### config.mk
export PLATFORM = sky130hd
export DESIGN_NAME = serv_mem_arb
export DESIGN_NICKNAME = d
export VERILOG_FILES = /design/src/rtl/serv_mem_arb.sv
export SDC_FILE = /design/constraint.sdc
export NUM_CORES = 1
export LEC_CHECK = 0
export ABC_AREA = 0
export CORE_AREA = 10 10 98 100
export CTS_CLUSTER_DIAMETER = 150
export DETAILED_ROUTE_END_ITERATION = 6
export DIE_AREA = 0 0 108 110
export MAX_ROUTING_LAYER = met4
export PLACE_DENSITY = 0.91
export SLEW_MARGIN = 25
export SYNTH_ARGS = -nofsm -noshare
export SYNTH_HDL_FRONTEND = slang
export SYNTH_SLANG_ARGS = --single-unit
### constraint.sdc
create_clock -name i_clk -period 4.2 [get_ports i_clk]
set_clock_uncertainty 0.2 [all_clocks]
set_input_delay 0.42 -clock i_clk [delete_from_list [all_inputs] [get_ports i_clk]]
set_output_delay 0.42 -clock i_clk [all_outputs]
set_load 0.03 [all_outputs]
### src/rtl/serv_mem_arb.sv
// ---------------------------------------------------------------------------
// serv_mem_arb
//
// Shares one Wishbone-style memory bus between the SERV instruction fetch
// port (ibus) and the load/store port (dbus).
//
// Arbitration:
//   * A single request from IDLE is granted on the next cycle.
//   * Two simultaneous requests from IDLE go to the master that was NOT
//     granted most recently. After reset dbus counts as the last winner, so
//     ibus wins the first tie.
//   * Every transaction ends in IDLE, so back-to-back transactions always
//     have one dead cycle between them.
//
// Termination:
//   * Bus ack: the granted master sees its ack in the same cycle as i_wb_ack.
//   * Abort: the granted master drops cyc; the arbiter returns to IDLE.
//   * Timeout: after TIMEOUT granted cycles without i_wb_ack the master is
//     acked with zero read data, and o_timeout pulses. A bus ack arriving on
//     the expiry cycle wins, and no o_timeout is raised. TIMEOUT = 0 disables
//     the timeout.
//
// Parameters:
//   RESET_STRATEGY  "MINI" (default) or "NONE". Only the read-data return
//                   paths are exempt under "NONE", and they hold no state, so
//                   every state element is reset under both strategies.
//   TIMEOUT         granted cycles allowed before a forced ack (0 = off).
//
// Ports:
//   i_clk, i_rst              clock, synchronous active-high reset
//   i_ibus_adr/cyc            fetch request           -> o_ibus_rdt/ack
//   i_dbus_adr/dat/sel/we/cyc load/store request      -> o_dbus_rdt/ack
//   o_wb_adr/dat/sel/we/cyc   shared bus request
//   i_wb_rdt/ack              shared bus response
//   o_timeout                 one-cycle pulse on a timeout termination
// ---------------------------------------------------------------------------
module serv_mem_arb #(
  parameter RESET_STRATEGY = "MINI",
  parameter int TIMEOUT = 255
) (
  input  logic        i_clk,
  input  logic        i_rst,
  // instruction fetch port
  input  logic [31:0] i_ibus_adr,
  input  logic        i_ibus_cyc,
  output logic [31:0] o_ibus_rdt,
  output logic        o_ibus_ack,
  // load/store port
  input  logic [31:0] i_dbus_adr,
  input  logic [31:0] i_dbus_dat,
  input  logic [3:0]  i_dbus_sel,
  input  logic        i_dbus_we,
  input  logic        i_dbus_cyc,
  output logic [31:0] o_dbus_rdt,
  output logic        o_dbus_ack,
  // shared bus
  output logic [31:0] o_wb_adr,
  output logic [31:0] o_wb_dat,
  output logic [3:0]  o_wb_sel,
  output logic        o_wb_we,
  output logic        o_wb_cyc,
  input  logic [31:0] i_wb_rdt,
  input  logic        i_wb_ack,
  // status
  output logic        o_timeout
);

  // Counter must hold values 0..TIMEOUT-1; keep at least one bit so the
  // disabled configuration still elaborates cleanly.
  localparam int CNT_W = (TIMEOUT < 1) ? 1 : $clog2(TIMEOUT + 1);
  localparam logic [CNT_W-1:0] CNT_LAST = CNT_W'(TIMEOUT - 1);
  localparam logic [CNT_W-1:0] CNT_MAX = {CNT_W{1'b1}};
  localparam logic [CNT_W-1:0] CNT_ONE = CNT_W'(1);
  localparam logic TIMEOUT_EN = (TIMEOUT != 0) ? 1'b1 : 1'b0;

  typedef enum logic [1:0] {
    IDLE  = 2'd0,
    GNT_I = 2'd1,
    GNT_D = 2'd2
  } state_t;

  state_t           state_r;
  state_t           state_s;
  logic             last_d_r;   // 1: dbus was granted most recently
  logic [CNT_W-1:0] cnt_r;      // granted cycles seen without i_wb_ack

  logic             gnt_i_s;
  logic             gnt_d_s;
  logic             gnt_cyc_s;
  logic             expire_s;
  logic             done_s;
  logic             timeout_s;
  logic [31:0]      rdt_s;

  // Decode the current grant and the conditions that end a transaction.
  always_comb begin
    gnt_i_s = (state_r == GNT_I) ? 1'b1 : 1'b0;
    gnt_d_s = (state_r == GNT_D) ? 1'b1 : 1'b0;
    if (gnt_i_s) begin
      gnt_cyc_s = i_ibus_cyc;
    end else if (gnt_d_s) begin
      gnt_cyc_s = i_dbus_cyc;
    end else begin
      gnt_cyc_s = 1'b0;
    end
    // Expiry yields to a real bus ack arriving on the same cycle.
    expire_s  = TIMEOUT_EN & (gnt_i_s | gnt_d_s) & (cnt_r == CNT_LAST) & ~i_wb_ack;
    done_s    = gnt_cyc_s & (i_wb_ack | expire_s);
    // Only a still-requesting master is terminated by the timeout; an abort
    // landing on the expiry cycle is just an abort.
    timeout_s = gnt_cyc_s & expire_s;
  end

  // FSM state register.
  always_ff @(posedge i_clk) begin
    if (i_rst) begin
      state_r <= IDLE;
    end else begin
      state_r <= state_s;
    end
  end

  // FSM next-state logic.
  always_comb begin
    state_s = state_r;
    case (state_r)
      IDLE: begin
        if (i_ibus_cyc && i_dbus_cyc) begin
          // Tie: hand the bus to whoever did not have it last.
          if (last_d_r) begin
            state_s = GNT_I;
          end else begin
            state_s = GNT_D;
          end
        end else if (i_ibus_cyc) begin
          state_s = GNT_I;
        end else if (i_dbus_cyc) begin
          state_s = GNT_D;
        end else begin
          state_s = IDLE;
        end
      end
      GNT_I, GNT_D: begin
        // Completion (bus ack or timeout) and abort both release the bus.
        if (!gnt_cyc_s || done_s) begin
          state_s = IDLE;
        end else begin
          state_s = state_r;
        end
      end
      default: begin
        state_s = IDLE;
      end
    endcase
  end

  // FSM outputs: bus cycle, request mux and per-master acks.
  always_comb begin
    o_wb_cyc   = gnt_cyc_s;
    o_ibus_ack = gnt_i_s & done_s;
    o_dbus_ack = gnt_d_s & done_s;
    o_timeout  = timeout_s;
    if (gnt_d_s) begin
      o_wb_adr = i_dbus_adr;
      o_wb_dat = i_dbus_dat;
      o_wb_sel = i_dbus_sel;
      o_wb_we  = i_dbus_we;
    end else begin
      // Fetches are always full-word reads.
      o_wb_adr = i_ibus_adr;
      o_wb_dat = 32'h0000_0000;
      o_wb_sel = 4'hf;
      o_wb_we  = 1'b0;
    end
  end

  // Last-grant register: records the winner each time a grant is issued.
  always_ff @(posedge i_clk) begin
    if (i_rst) begin
      last_d_r <= 1'b1;
    end else if ((state_r == IDLE) && (state_s != IDLE)) begin
      last_d_r <= (state_s == GNT_D) ? 1'b1 : 1'b0;
    end else begin
      last_d_r <= last_d_r;
    end
  end

  // Timeout counter: held at zero in IDLE so every grant starts from zero,
  // counts granted cycles without an ack, and saturates instead of wrapping.
  always_ff @(posedge i_clk) begin
    if (i_rst) begin
      cnt_r <= {CNT_W{1'b0}};
    end else if (state_r == IDLE) begin
      cnt_r <= {CNT_W{1'b0}};
    end else if (!i_wb_ack && (cnt_r != CNT_MAX)) begin
      cnt_r <= cnt_r + CNT_ONE;
    end else begin
      cnt_r <= cnt_r;
    end
  end

  // Read data returned to both masters; forced to zero on a timeout.
  always_comb begin
    if (timeout_s) begin
      rdt_s = 32'h0000_0000;
    end else begin
      rdt_s = i_wb_rdt;
    end
  end

  // The read-data return is purely combinational, so no reset strategy
  // adds or removes state on it and every strategy uses the same steering.
  generate
    if (RESET_STRATEGY == "NONE") begin : g_rdt_noreset
      assign o_ibus_rdt = rdt_s;
      assign o_dbus_rdt = rdt_s;
    end else begin : g_rdt_reset
      assign o_ibus_rdt = rdt_s;
      assign o_dbus_rdt = rdt_s;
    end
  endgenerate

endmodule
Word level (Yosys, flattened, before mapping)
Cells that the tools add are included.

Flip-flop bits (word level): 11. Input bits: 138. Output and inout port bits: 137. Logic and storage cells: 44.

$add $sub $neg: 1. Equality and inequality tests: 5. Mux-type cells: 16. Bitwise gates (word level): 9. Reduce and logical (&&, ||, !) cells: 10.

Operator list (count): $mux W32 (3); $mux W2 (5); $add A8 B1 Y8 const B (1); $eq A8 B8 Y1 const B (1); $ne A8 B8 Y1 const B (1); $and A1 B1 Y1 (6); $mux W1 (6); $eq A2 B2 Y1 const B (2); $mux W4 (1); $pmux W2 S2 (1); $reduce_or A2 Y1 (2); $logic_and A1 B1 Y1 (3); $eq A2 B1 Y1 const B (1); $logic_not A1 Y1 (2); $logic_not A2 Y1 (1); $or A1 B1 Y1 (2); $reduce_bool A2 Y1 (1); $logic_or A1 B1 Y1 (1); $not A1 Y1 (1).

Logic depth before layout (Yosys ltp)
Gate-level depths: netlist of the first run.

Depth in word-level cells: 12. Gate-level depth with buffers: 9. Depth with buffers taken out: 6.

Worst setup path after synthesis of the first run
No wires, ideal clock.

Path kind: flip-flop to output port. Start: reg state_r[0]. End: out o_ibus_rdt[22]. Arrival: 2119 ps. Data required time: 3580 ps. Slack: 1461 ps. Stages on the path, launching flop included: 10. Buffers on the path: 3. Cells stage by stage: dfxtp_1 -> inv_1 -> ha_1 -> buf_2 -> nand3b_1 -> a21oi_1 -> and3_4 -> buf_4 -> nor2b_1 -> buf_4.

Word-level cells in the longest chain between the ends: 7. Elaborated cells on any way between the ends: 11. Those cells by class: eq/ne (2); mux (5); bitwise (4).

RTL lines: from (decl) (line 82) `state_t state_r;`; from (signal assigned) (line 119) `state_r <= state_s;`; $eq A2 B1 Y1 or $eq A2 B2 Y1 (tied branches) (line 97, 98); $mux W1 (on tied branches) (line 97, 98); $or A1 B1 Y1 (line 107) `expire_s = TIMEOUT_EN & (gnt_i_s | gnt_d_s) & (cnt_r == CNT_LAST) & ~i_wb_ack;`; $and A1 B1 Y1 (2 in series) (line 107); $and A1 B1 Y1 * (line 111) `timeout_s = gnt_cyc_s & expire_s;`; net o_timeout (line 65) `output logic o_timeout`; $mux W32 * (line 204) `if (timeout_s) begin`; to (decl) (line 46) `output logic [31:0] o_ibus_rdt,`.

Mark *: on every way through the listed nets, which the timed path passes. The rest lies on a longest branch.

Worst setup path in the final report of the first run
Start: in i_wb_ack. End: out o_timeout.

Word-level cells in the longest chain between the ends: 3.

RTL lines: from (decl) (line 63) `input logic i_wb_ack,`; $not A1 Y1 (line 107); $and A1 B1 Y1 (line 107); $and A1 B1 Y1 (line 111); to (decl) (line 65).

No other way between the ends.

==> impl_metrics.csv, run 1 <==
group,metric,value,unit
status,outcome,"complete, no violations",
synthesis,ys_seq_elements,11,
clock_tree,cts_buffers,3,
pwr,pwr-share-clk,14.4,%
min_path,hold_class,"flop to flop",
drt,dr.pass1.iters,4,
clock_tree,postCtsResizedCells,0,
pwr,comb_power_share,70.4,%
grt,grt_max_degree,71,
timing,fin_crit_sh,80.1,%
final_layout,fin_area,4380,µm²
drt,wl_per_cell,21.2,µm
placed_design,dpl_cell_area,4340,µm²
timing,setup_tns,0,ns
grt,antenna_found_initial,0,
final_layout,final_cell_mix,"clkdlybuf4s50_1 (274), and2_1 (33), nor2b_1 (33)",
synthesis,syn_inst,225,
synthesis,synth_compound_area_share,7.30,%
synthesis,synth.mux.area_fraction,20.4,%
placed_design,gp_congestion,0.905,
timing,setup_viol,0,
final_layout,drive_gt1_share,8.93,%
final_layout,syn2layout_area_growth,149,%
setup_path,crit_start,"i_wb_ack",
synthesis,synth_top_family_by_area,"simple AND/OR/NAND/NOR gates",
floorplan,die_w,108,µm
min_path,whs_path_depth,2,
pwr,swShare,39.3,%
setup_path,reg2reg_from,"state_r[1]$_SDFF_PP0_",
synthesis,yosysSeqAreaShare,12.5,%
synthesis,ys_async_sr_fraction,0,%
run,maxCapViolCount,0,
synthesis,synth_warnings,0,
final_layout,fill_cells,669,
floorplan,row_count,32,
synthesis,syn_nets,369,
setup_path,critPathLaunchType,"input pin",
floorplan,die_area,11900,µm²
clock_tree,clkLatencyLatePin,0.24,ns
timing,hold_ws,0.304,ns
clock_tree,cts.sinks,11,
pwr,leakage,1.61,nW
final_layout,final_common_cell,"clkdlybuf4s50_1",
setup_path,rr_worst_depth,6,
synthesis,synthXorXnorAreaFrac,1.99,%
setup_path,cp_data_required_time,3.58,ns
floorplan,die_y,110,µm
timing,hold_viol,0,
drt,drc_errors,0,
pwr,peakVddDrop,0.157,mV
clock_tree,cts_tree,"yes",
pwr,seqPwrFrac,15.3,%
grt,grtUsageTotal,17.8,%
timing,relSlewSlack,56.1,%
placed_design,hpwl,10700,µm
setup_path,reg2reg_slack,2.32,ns
setup_path,critPathArrivalTime,2.74,ns
timing,layout_min_cycle_time,3.36,ns
floorplan,core_area,7650,µm²
floorplan,initial_core_util,23.1,%
drt,drt_iter0_drc,60,
clock_tree,clkTransAtPathRegs,0.05,ns
final_layout,nets,604,
timing,rsz0062_at_grt,"no",
synthesis,syn_avg_cell_area,7.84,µm²
min_path,hold_start,"cnt_r[7]$_SDFFE_PP0P_",
synthesis,netlist_area,1760,µm²
setup_path,r2r-end,"last_d_r$_SDFFE_PP1P_",
timing,slew_viol_final,0,
drt,vias,2362,
clock_tree,htree_levels,1,
clock_tree,ctsLongestPathBuffers,2,
drt,via_per_inst,4.21,
placed_design,port_buffers,274,
synthesis,synth_edf_count,0,
pwr,powerDensity,167,nW/µm²
synthesis,yosysUniqueCellTypes,34,
floorplan,io_pins,275,
pwr,switching_power,0.000288,W
timing,fmax,297,MHz
grt,grt_pass1_wl,15600,µm
drt,wl,11900,µm
pwr,internal_power,0.000446,W
drt,drtAntennaViolNets,0,
clock_tree,cts_setup_buffers,0,
synthesis,synthSimpleGateAreaFrac,35.0,%
synthesis,synthFlopType,"dfxtp_1",
grt,grt_pass1_vias,2476,
setup_path,end_kind,"output port",
synthesis,synth_fa_ha_area_share,4.26,%
clock_tree,ctsHoldBuffers,0,
setup_path,criticalPathCategory,"input pin to output port",
min_path,hold_end,"cnt_r[7]$_SDFFE_PP0P_",
clock_tree,root_buffer,"clkbuf_8",
grt,grt_overflow,0,
timing,tightestPinTransition,0.658,ns
setup_path,path_max_fanout,33,
final_layout,diodes,0,
## power groups by stage
stage	Sequential (W)	Combinational, W	Clock (W)
after floorplan	0.000113	0.000254	0
after global placement	0.000113	0.000509	0
after detailed placement	0.000114	0.000517	0
after CTS	0.000112	0.000520	0.000106
after global routing	0.000112	0.000542	0.000111
final	0.000112	0.000517	0.000106
## worst max-delay path: stages
cell	delay (ns)
clkdlybuf4s50_1	0.54
nand2b_1	0.21
a21oi_1	0.33
and3_4	0.48
clkdlybuf4s50_1	0.75
## flip-flops by register name, summed over array words and instances, names as in the netlist
name / flops
cnt_r: 8
state_r: 2
last_d_r: 1
## cell usage after synthesis (2+ instances only)
master / instances / share of area [%]
nand3_1: 2 / 0.57
a211oi_1: 2 / 0.85
and2_1: 33 / 12
buf_4: 36 / 15
xnor2_1: 4 / 2.0
inv_1: 6 / 1.3
a31oi_1: 3 / 1.1
nand4_1: 3 / 1.1
nor2b_1: 33 / 12
nor3_1: 3 / 0.85
clkbuf_1: 8 / 1.7
ha_1: 6 / 4.3
mux2_2: 32 / 20
nor2_1: 8 / 1.7
nand2b_1: 7 / 2.5
dfxtp_1: 11 / 12
nand2_1: 7 / 1.5
a21oi_1: 4 / 1.1
a32oi_1: 2 / 0.99
## logic make-up (layout without fill, tap and decap cells)
kind of cell             Yosys count  after routing
AND/OR/NAND/NOR                  104            104
buffers and inverters             51            285
multiplexers                      32             32
AO/OA/AOI/OAI                     17             17
flip-flops                        11             11
adder cells (fa/ha/maj)            6              6
XOR/XNOR                           4              4
## layout make-up
cell class | instances | area, µm² | share of cell area (%)
well taps | 102 | 128 | 2.91
repair buffers | 275 | 2750 | 62.7
clock buffers | 4 | 45.0 | 1.03
multi-input cells | 163 | 1220 | 27.8
inverters | 6 | 22.5 | 0.514
flip-flops and latches | 11 | 220 | 5.02
## per-stage QoR
step	utilization, %	total power [W]	instances	worst slack, ns
2_1_floorplan	-	0.000367	225	1.46
3_3_place_gp	56.7	0.000623	557	0.947
3_5_place_dp	56.7	0.000631	557	0.840
4_1_cts	57.3	0.000738	561	0.841
5_1_grt	57.3	0.000765	561	0.659
6_report	57.3	0.000734	561	0.837
## layer usage
metal | wire (µm) | global-route usage, %
met1 | 3940 | 17.3
met2 | 6510 | 33.3
met3 | 1360 | 7.54
met4 | 83 | 2.19
met5 | 0 | -
## worst max path at each step
| stage | cells after the start | to |
|---|---|---|
| 2_1_floorplan | 9 | o_ibus_rdt[22] |
| 6_report | 5 | o_timeout |
| 5_1_grt | 5 | o_timeout |
| 3_3_place_gp | 5 | o_timeout |
| 3_5_place_dp | 5 | o_timeout |
| 4_1_cts | 5 | o_timeout |
No activity file was read; power rests on OpenSTA's default activity.
==> inputs of run 2 (changes only) <==
- CORE_AREA: 10 10 98 100 -> default
- CORE_MARGIN: default -> 10
- CORE_UTILIZATION: default -> 23
- DIE_AREA: 0 0 108 110 -> default
- clock period: 4.2 -> 3.4 ns (I/O delays scaled with it)
==> run 2 against run 1 <==
Utilization up 2.2 points. Die area down 2.6%. Highest routed layer unchanged. Critical path depth up 2. Global-route usage up 0.62 points. Clock power up 30%. Combinational power up 23%. Via count up 5.8%. Routed wire length down 2.3%. First-iteration DRC count down 1.7%.
==> impl_metrics.csv, run 2 (same netlist as run 1, synthesis figures left out) <==
group,metric,value,unit
floorplan,core_area,7370,µm²
clock_tree,ctsLongestPathBuffers,2,
setup_path,path_cells,"inv_1 -> ha_1 -> nand3b_1 -> a21oi_1 -> and3_4 -> nor2b_1 -> clkdlybuf4s50_1",
clock_tree,cts_setup_buffers,0,
setup_path,cp_num_buf_inv,2,
setup_path,reg2reg_slack,1.62,ns
final_layout,diodes,0,
timing,slew_viol_final,0,
drt,drt_iter0_drc,59,
pwr,seqPwrFrac,15.2,%
grt,grt_overflow,0,
pwr,peakVddDrop,0.119,mV
final_layout,drive_gt1_share,9.13,%
drt,dr.pass1.iters,4,
final_layout,final_cell_mix,"clkdlybuf4s50_1 (274), and2_1 (33), nor2b_1 (33)",
setup_path,r2r-end,"last_d_r$_SDFFE_PP1P_",
timing,layout_min_cycle_time,3.07,ns
grt,grt_max_degree,71,
final_layout,nets,605,
timing,relSlewSlack,57.8,%
drt,drc_errors,0,
clock_tree,ctsHoldBuffers,0,
clock_tree,postCtsResizedCells,0,
timing,setup_viol,0,
pwr,pwr-share-clk,15.1,%
final_layout,fin_area,4390,µm²
clock_tree,clkLatencyLatePin,0.25,ns
floorplan,die_w,108,µm
pwr,internal_power,0.000551,W
final_layout,top_regs,"cnt_r: 8 flops, state_r: 2 flops, last_d_r: 1 flops",
placed_design,port_buffers,274,
grt,grt_pass1_wl,16200,µm
final_layout,fill_cells,641,
pwr,switching_power,0.000361,W
drt,vias,2500,
setup_path,critPathArrivalTime,2.53,ns
placed_design,hpwl,10400,µm
floorplan,io_pins,275,
final_layout,top_register,"cnt_r",
clock_tree,root_buffer,"clkbuf_8",
setup_path,crit_family,"simple AND/OR/NAND/NOR gates",
pwr,comb_power_share,69.7,%
setup_path,critPathLaunchType,"flop",
setup_path,path_max_fanout,33,
setup_path,worst-path-stages,7,
min_path,hold_class,"flop to flop",
drt,wl,11600,µm
grt,grtUsageTotal,18.5,%
setup_path,reg2reg_from,"state_r[1]$_SDFF_PP0_",
pwr,leakage,1.62,nW
clock_tree,htree_levels,1,
floorplan,die_y,108,µm
timing,fmax,326,MHz
setup_path,cp_data_required_time,2.86,ns
status,outcome,"complete, no violations",
placed_design,dpl_cell_area,4340,µm²
drt,via_per_inst,4.47,
floorplan,die_area,11600,µm²
setup_path,criticalPathCategory,"flop to output port",
setup_path,end_kind,"output port",
setup_path,cp_slowest_cell,"clkdlybuf4s50_1",
drt,drtAntennaViolNets,0,
pwr,powerDensity,208,nW/µm²
setup_path,crit_start,"state_r[1]$_SDFF_PP0_",
pwr,swShare,39.6,%
timing,hold_viol,0,
clock_tree,cts_buffers,3,
setup_path,rr_worst_depth,7,
floorplan,row_count,31,
timing,rsz0062_at_grt,"no",
timing,setup_tns,0,ns
clock_tree,cts.sinks,11,
clock_tree,cts_tree,"yes",
min_path,hold_start,"cnt_r[7]$_SDFFE_PP0P_",
clock_tree,clkTransAtPathRegs,0.05,ns
floorplan,initial_core_util,23.9,%
drt,wl_per_cell,20.8,µm
timing,fin_crit_sh,90.3,%
final_layout,final_common_cell,"clkdlybuf4s50_1",
placed_design,place_inst,555,
min_path,whs_path_depth,2,
min_path,hold_end,"cnt_r[7]$_SDFFE_PP0P_",
final_layout,fin_cells,559,
grt,antenna_found_initial,0,
run,maxCapViolCount,0,
grt,grt_pass1_vias,2595,
placed_design,gp_congestion,0.872,
timing,tightestPinTransition,0.634,ns
final_layout,syn2layout_area_growth,149,%
setup_path,slowest_delay,0.64,ns
final_layout,largest_reg_flops,8,
## run 2: cell count changes in the layout (fill, tap and decap cells not counted), sizes merged
cell  previous run  this run
buf              1         2
## run 2: tightest hold or removal path, delay by kind of cell (launching register included)
| family | cells | cell delay [ns] |
|---|---|---|
| flops | 1 | 0.32 |
| compound gates | 2 | 0.14 |
## run 2: per-stage QoR
| stage | utilization, % | power, W | hold WS [ns] | setup slack, ns |
|---|---|---|---|---|
| after floorplan | - | 0.000453 | 0.217 | 0.741 |
| after global placement | 58.9 | 0.000771 | 0.257 | 0.476 |
| after detailed placement | 58.9 | 0.000780 | 0.266 | 0.394 |
| after CTS | 59.5 | 0.000922 | 0.299 | 0.319 |
| after global routing | 59.5 | 0.000949 | 0.342 | 0.185 |
| final | 59.5 | 0.000912 | 0.314 | 0.329 |
## run 2: area by class of cell
cell class | instances | area, µm² | share of cell area (%)
inverter | 6 | 22.5 | 0.513
clock buffer | 4 | 45.0 | 1.03
multi-input combinational | 163 | 1220 | 27.8
timing repair buffer | 276 | 2760 | 62.8
sequential | 11 | 220 | 5.02
tap | 99 | 124 | 2.82
## run 2: routing by layer
metal | part of all wire, % | track usage (%) | vias up
li1 | - | - | 1191
met1 | 35 | 18.0 | 1166
met2 | 56 | 36.5 | 134
met5 | 0 | - | -
met4 | 0.75 | 2.96 | 0
met3 | 8.0 | 4.07 | 9
## run 2: how the worst max path moves through the flow
stage                                end  slack [ns]
final                     o_dbus_rdt[23]        0.33
after global routing      o_dbus_rdt[31]        0.18
after CTS                 o_dbus_rdt[23]        0.32
after detailed placement  o_dbus_rdt[23]        0.39
after global placement         o_timeout        0.48
after floorplan           o_ibus_rdt[22]        0.74
## run 2: power groups by stage
stage          registers [W]  clock network (W)  logic, W
2_1_floorplan       0.000139                  0  0.000314
3_3_place_gp        0.000140                  0  0.000631
3_5_place_dp        0.000141                  0  0.000640
4_1_cts             0.000138           0.000141  0.000643
5_1_grt             0.000139           0.000143  0.000667
6_report            0.000138           0.000138  0.000636
==> inputs of run 3 (changes only) <==
- GPL_ROUTABILITY_DRIVEN: default -> 0
- PLACE_DENSITY: 0.91 -> 0.84
==> run 3 against run 2 <==
Worst setup slack gained 0.0054 ns. Die area stayed put. Global-route usage increased by 1.8 points. Fmax grew 0.18%. Clock-buffer cell count stayed put. Sequential share of layout area about the same. Highest routed layer unchanged. First-iteration DRC count grew 24%. Final area up 0.17%. Via count fell by 2.6%. Sequential power about the same. Register-to-register slack hardly changed. Critical endpoint is now o_ibus_rdt[31].
==> impl_metrics.csv, run 3 (same netlist as run 1, synthesis figures left out) <==
group,metric,value,unit
min_path,hold_end,"cnt_r[7]$_SDFFE_PP0P_",
drt,drt_iter0_drc,73,
drt,drc_errors,0,
grt,antenna_found_initial,0,
placed_design,port_buffers,274,
clock_tree,root_buffer,"clkbuf_8",
timing,slew_viol_final,0,
setup_path,rr_worst_depth,7,
timing,setup_viol,0,
timing,tightestPinTransition,0.673,ns
clock_tree,postCtsResizedCells,0,
drt,drtAntennaViolNets,0,
timing,rsz0062_at_grt,"no",
min_path,hold_class,"flop to flop",
final_layout,fin_util,59.6,%
status,outcome,"complete, no violations",
clock_tree,htree_levels,1,
clock_tree,cts_setup_buffers,0,
floorplan,initial_core_util,23.9,%
drt,via_per_inst,4.35,
final_layout,nets,606,
grt,grt_pass1_wl,17200,µm
final_layout,drive_gt1_share,9.33,%
final_layout,final_common_cell,"clkdlybuf4s50_1",
placed_design,hpwl,11300,µm
setup_path,critPathArrivalTime,2.53,ns
final_layout,fin_area,4400,µm²
floorplan,die_area,11600,µm²
setup_path,end_kind,"output port",
grt,grt_pass1_vias,2524,
placed_design,dpl_cell_area,4350,µm²
floorplan,core_area,7370,µm²
pwr,peakVddDrop,0.161,mV
setup_path,reg2reg_slack,1.62,ns
timing,hold_viol,0,
final_layout,largest_reg_flops,8,
final_layout,top_register,"cnt_r",
pwr,leakage,1.62,nW
grt,grtUsageTotal,20.3,%
placed_design,place_inst,556,
setup_path,cp_slowest_cell,"clkdlybuf4s50_1",
setup_path,critPathLaunchType,"flop",
final_layout,syn2layout_area_growth,149,%
final_layout,final_cell_mix,"clkdlybuf4s50_1 (274), and2_1 (33), nor2b_1 (33)",
timing,fmax,326,MHz
drt,wl,12500,µm
clock_tree,ctsLongestPathBuffers,2,
setup_path,path_cells,"inv_1 -> ha_1 -> nand2b_1 -> a21oi_1 -> and3_4 -> nor2b_1 -> clkdlybuf4s50_1",
drt,wl_per_cell,22.4,µm
min_path,hold_start,"cnt_r[7]$_SDFFE_PP0P_",
setup_path,cp_data_required_time,2.86,ns
grt,grt_max_degree,71,
grt,grt_overflow,0,
clock_tree,clkTransAtPathRegs,0.05,ns
floorplan,row_count,31,
setup_path,slowest_delay,0.65,ns
clock_tree,ctsHoldBuffers,0,
final_layout,diodes,0,
setup_path,criticalPathCategory,"flop to output port",
timing,fin_crit_sh,90.2,%
timing,relSlewSlack,55.1,%
floorplan,die_y,108,µm
timing,layout_min_cycle_time,3.07,ns
floorplan,die_w,108,µm
run,maxCapViolCount,0,
clock_tree,cts_buffers,3,
drt,dr.pass1.iters,4,
setup_path,reg2reg_from,"state_r[0]$_SDFF_PP0_",
timing,setup_tns,0,ns
pwr,powerDensity,207,nW/µm²
floorplan,io_pins,275,
drt,vias,2436,
setup_path,path_max_fanout,33,
min_path,whs_path_depth,2,
clock_tree,cts.sinks,11,
clock_tree,cts_tree,"yes",
clock_tree,clkLatencyLatePin,0.24,ns
final_layout,top_regs,"cnt_r: 8 flops, state_r: 2 flops, last_d_r: 1 flops",
final_layout,fin_cells,560,
setup_path,r2r-end,"last_d_r$_SDFFE_PP1P_",
## run 3: cell types whose count changed in the layout (fill, tap and decap cells not counted)
| cell | change |
|---|---|
| buf_4 | +1 |
## run 3: worst max-delay path by stage
| stage | startpoint | endpoint | slack [ns] |
|---|---|---|---|
| after floorplan | state_r[0]$_SDFF_PP0_ | o_ibus_rdt[22] | 0.74 |
| after global placement | i_dbus_cyc | o_ibus_rdt[31] | 0.50 |
| after detailed placement | i_dbus_cyc | o_ibus_rdt[31] | 0.43 |
| after CTS | state_r[1]$_SDFF_PP0_ | o_ibus_rdt[31] | 0.32 |
| after global routing | state_r[1]$_SDFF_PP0_ | o_ibus_rdt[31] | 0.16 |
| final | state_r[0]$_SDFF_PP0_ | o_ibus_rdt[31] | 0.33 |
## run 3: power breakdown
| part | leakage [nW] | internal (W) | switching [W] |
|---|---|---|---|
| combinational | 1.51 | 0.000336 | 0.000302 |
| clock | 0.0228 | 0.0000824 | 0.0000497 |
| sequential | 0.0893 | 0.000133 | 0.00000474 |
| total | 1.62 | 0.000551 | 0.000357 |
## run 3: per-stage QoR
step | setup WS [ns] | total power (W) | hold WS, ns
floorplan | 0.741 | 0.000453 | 0.217
global placement | 0.499 | 0.000775 | 0.255
detailed placement | 0.433 | 0.000782 | 0.289
CTS | 0.317 | 0.000916 | 0.298
global route | 0.156 | 0.000947 | 0.331
finish | 0.335 | 0.000908 | 0.305
## run 3: final cells by class
class                   count  area (µm²)
fillers                   683        2970
repair buffers            277        2770
multi-input cells         163        1220
flip-flops and latches     11         220
well taps                  99         124
clock buffers               4        45.0
inverters                   6        22.5
## run 3: per-layer routing
| metal | global-route usage, % | vias up | share of wire, % |
|---|---|---|---|
| li1 | - | 1194 | - |
| met1 | 19.2 | 1136 | 34 |
| met2 | 42.4 | 103 | 60 |
| met3 | 3.41 | 3 | 6.1 |
| met4 | 1.43 | 0 | 0.18 |
| met5 | - | - | 0 |
## run 3: worst max-delay path: cells and delay by family (launching register included)
family / cells / cell delay [ns]
and+or+nand+nor: 3 / 0.62
DFF: 1 / 0.42
buffers and inverters: 2 / 0.74
AOI/OAI and AO/OA: 1 / 0.17
adders and majority gates: 1 / 0.30
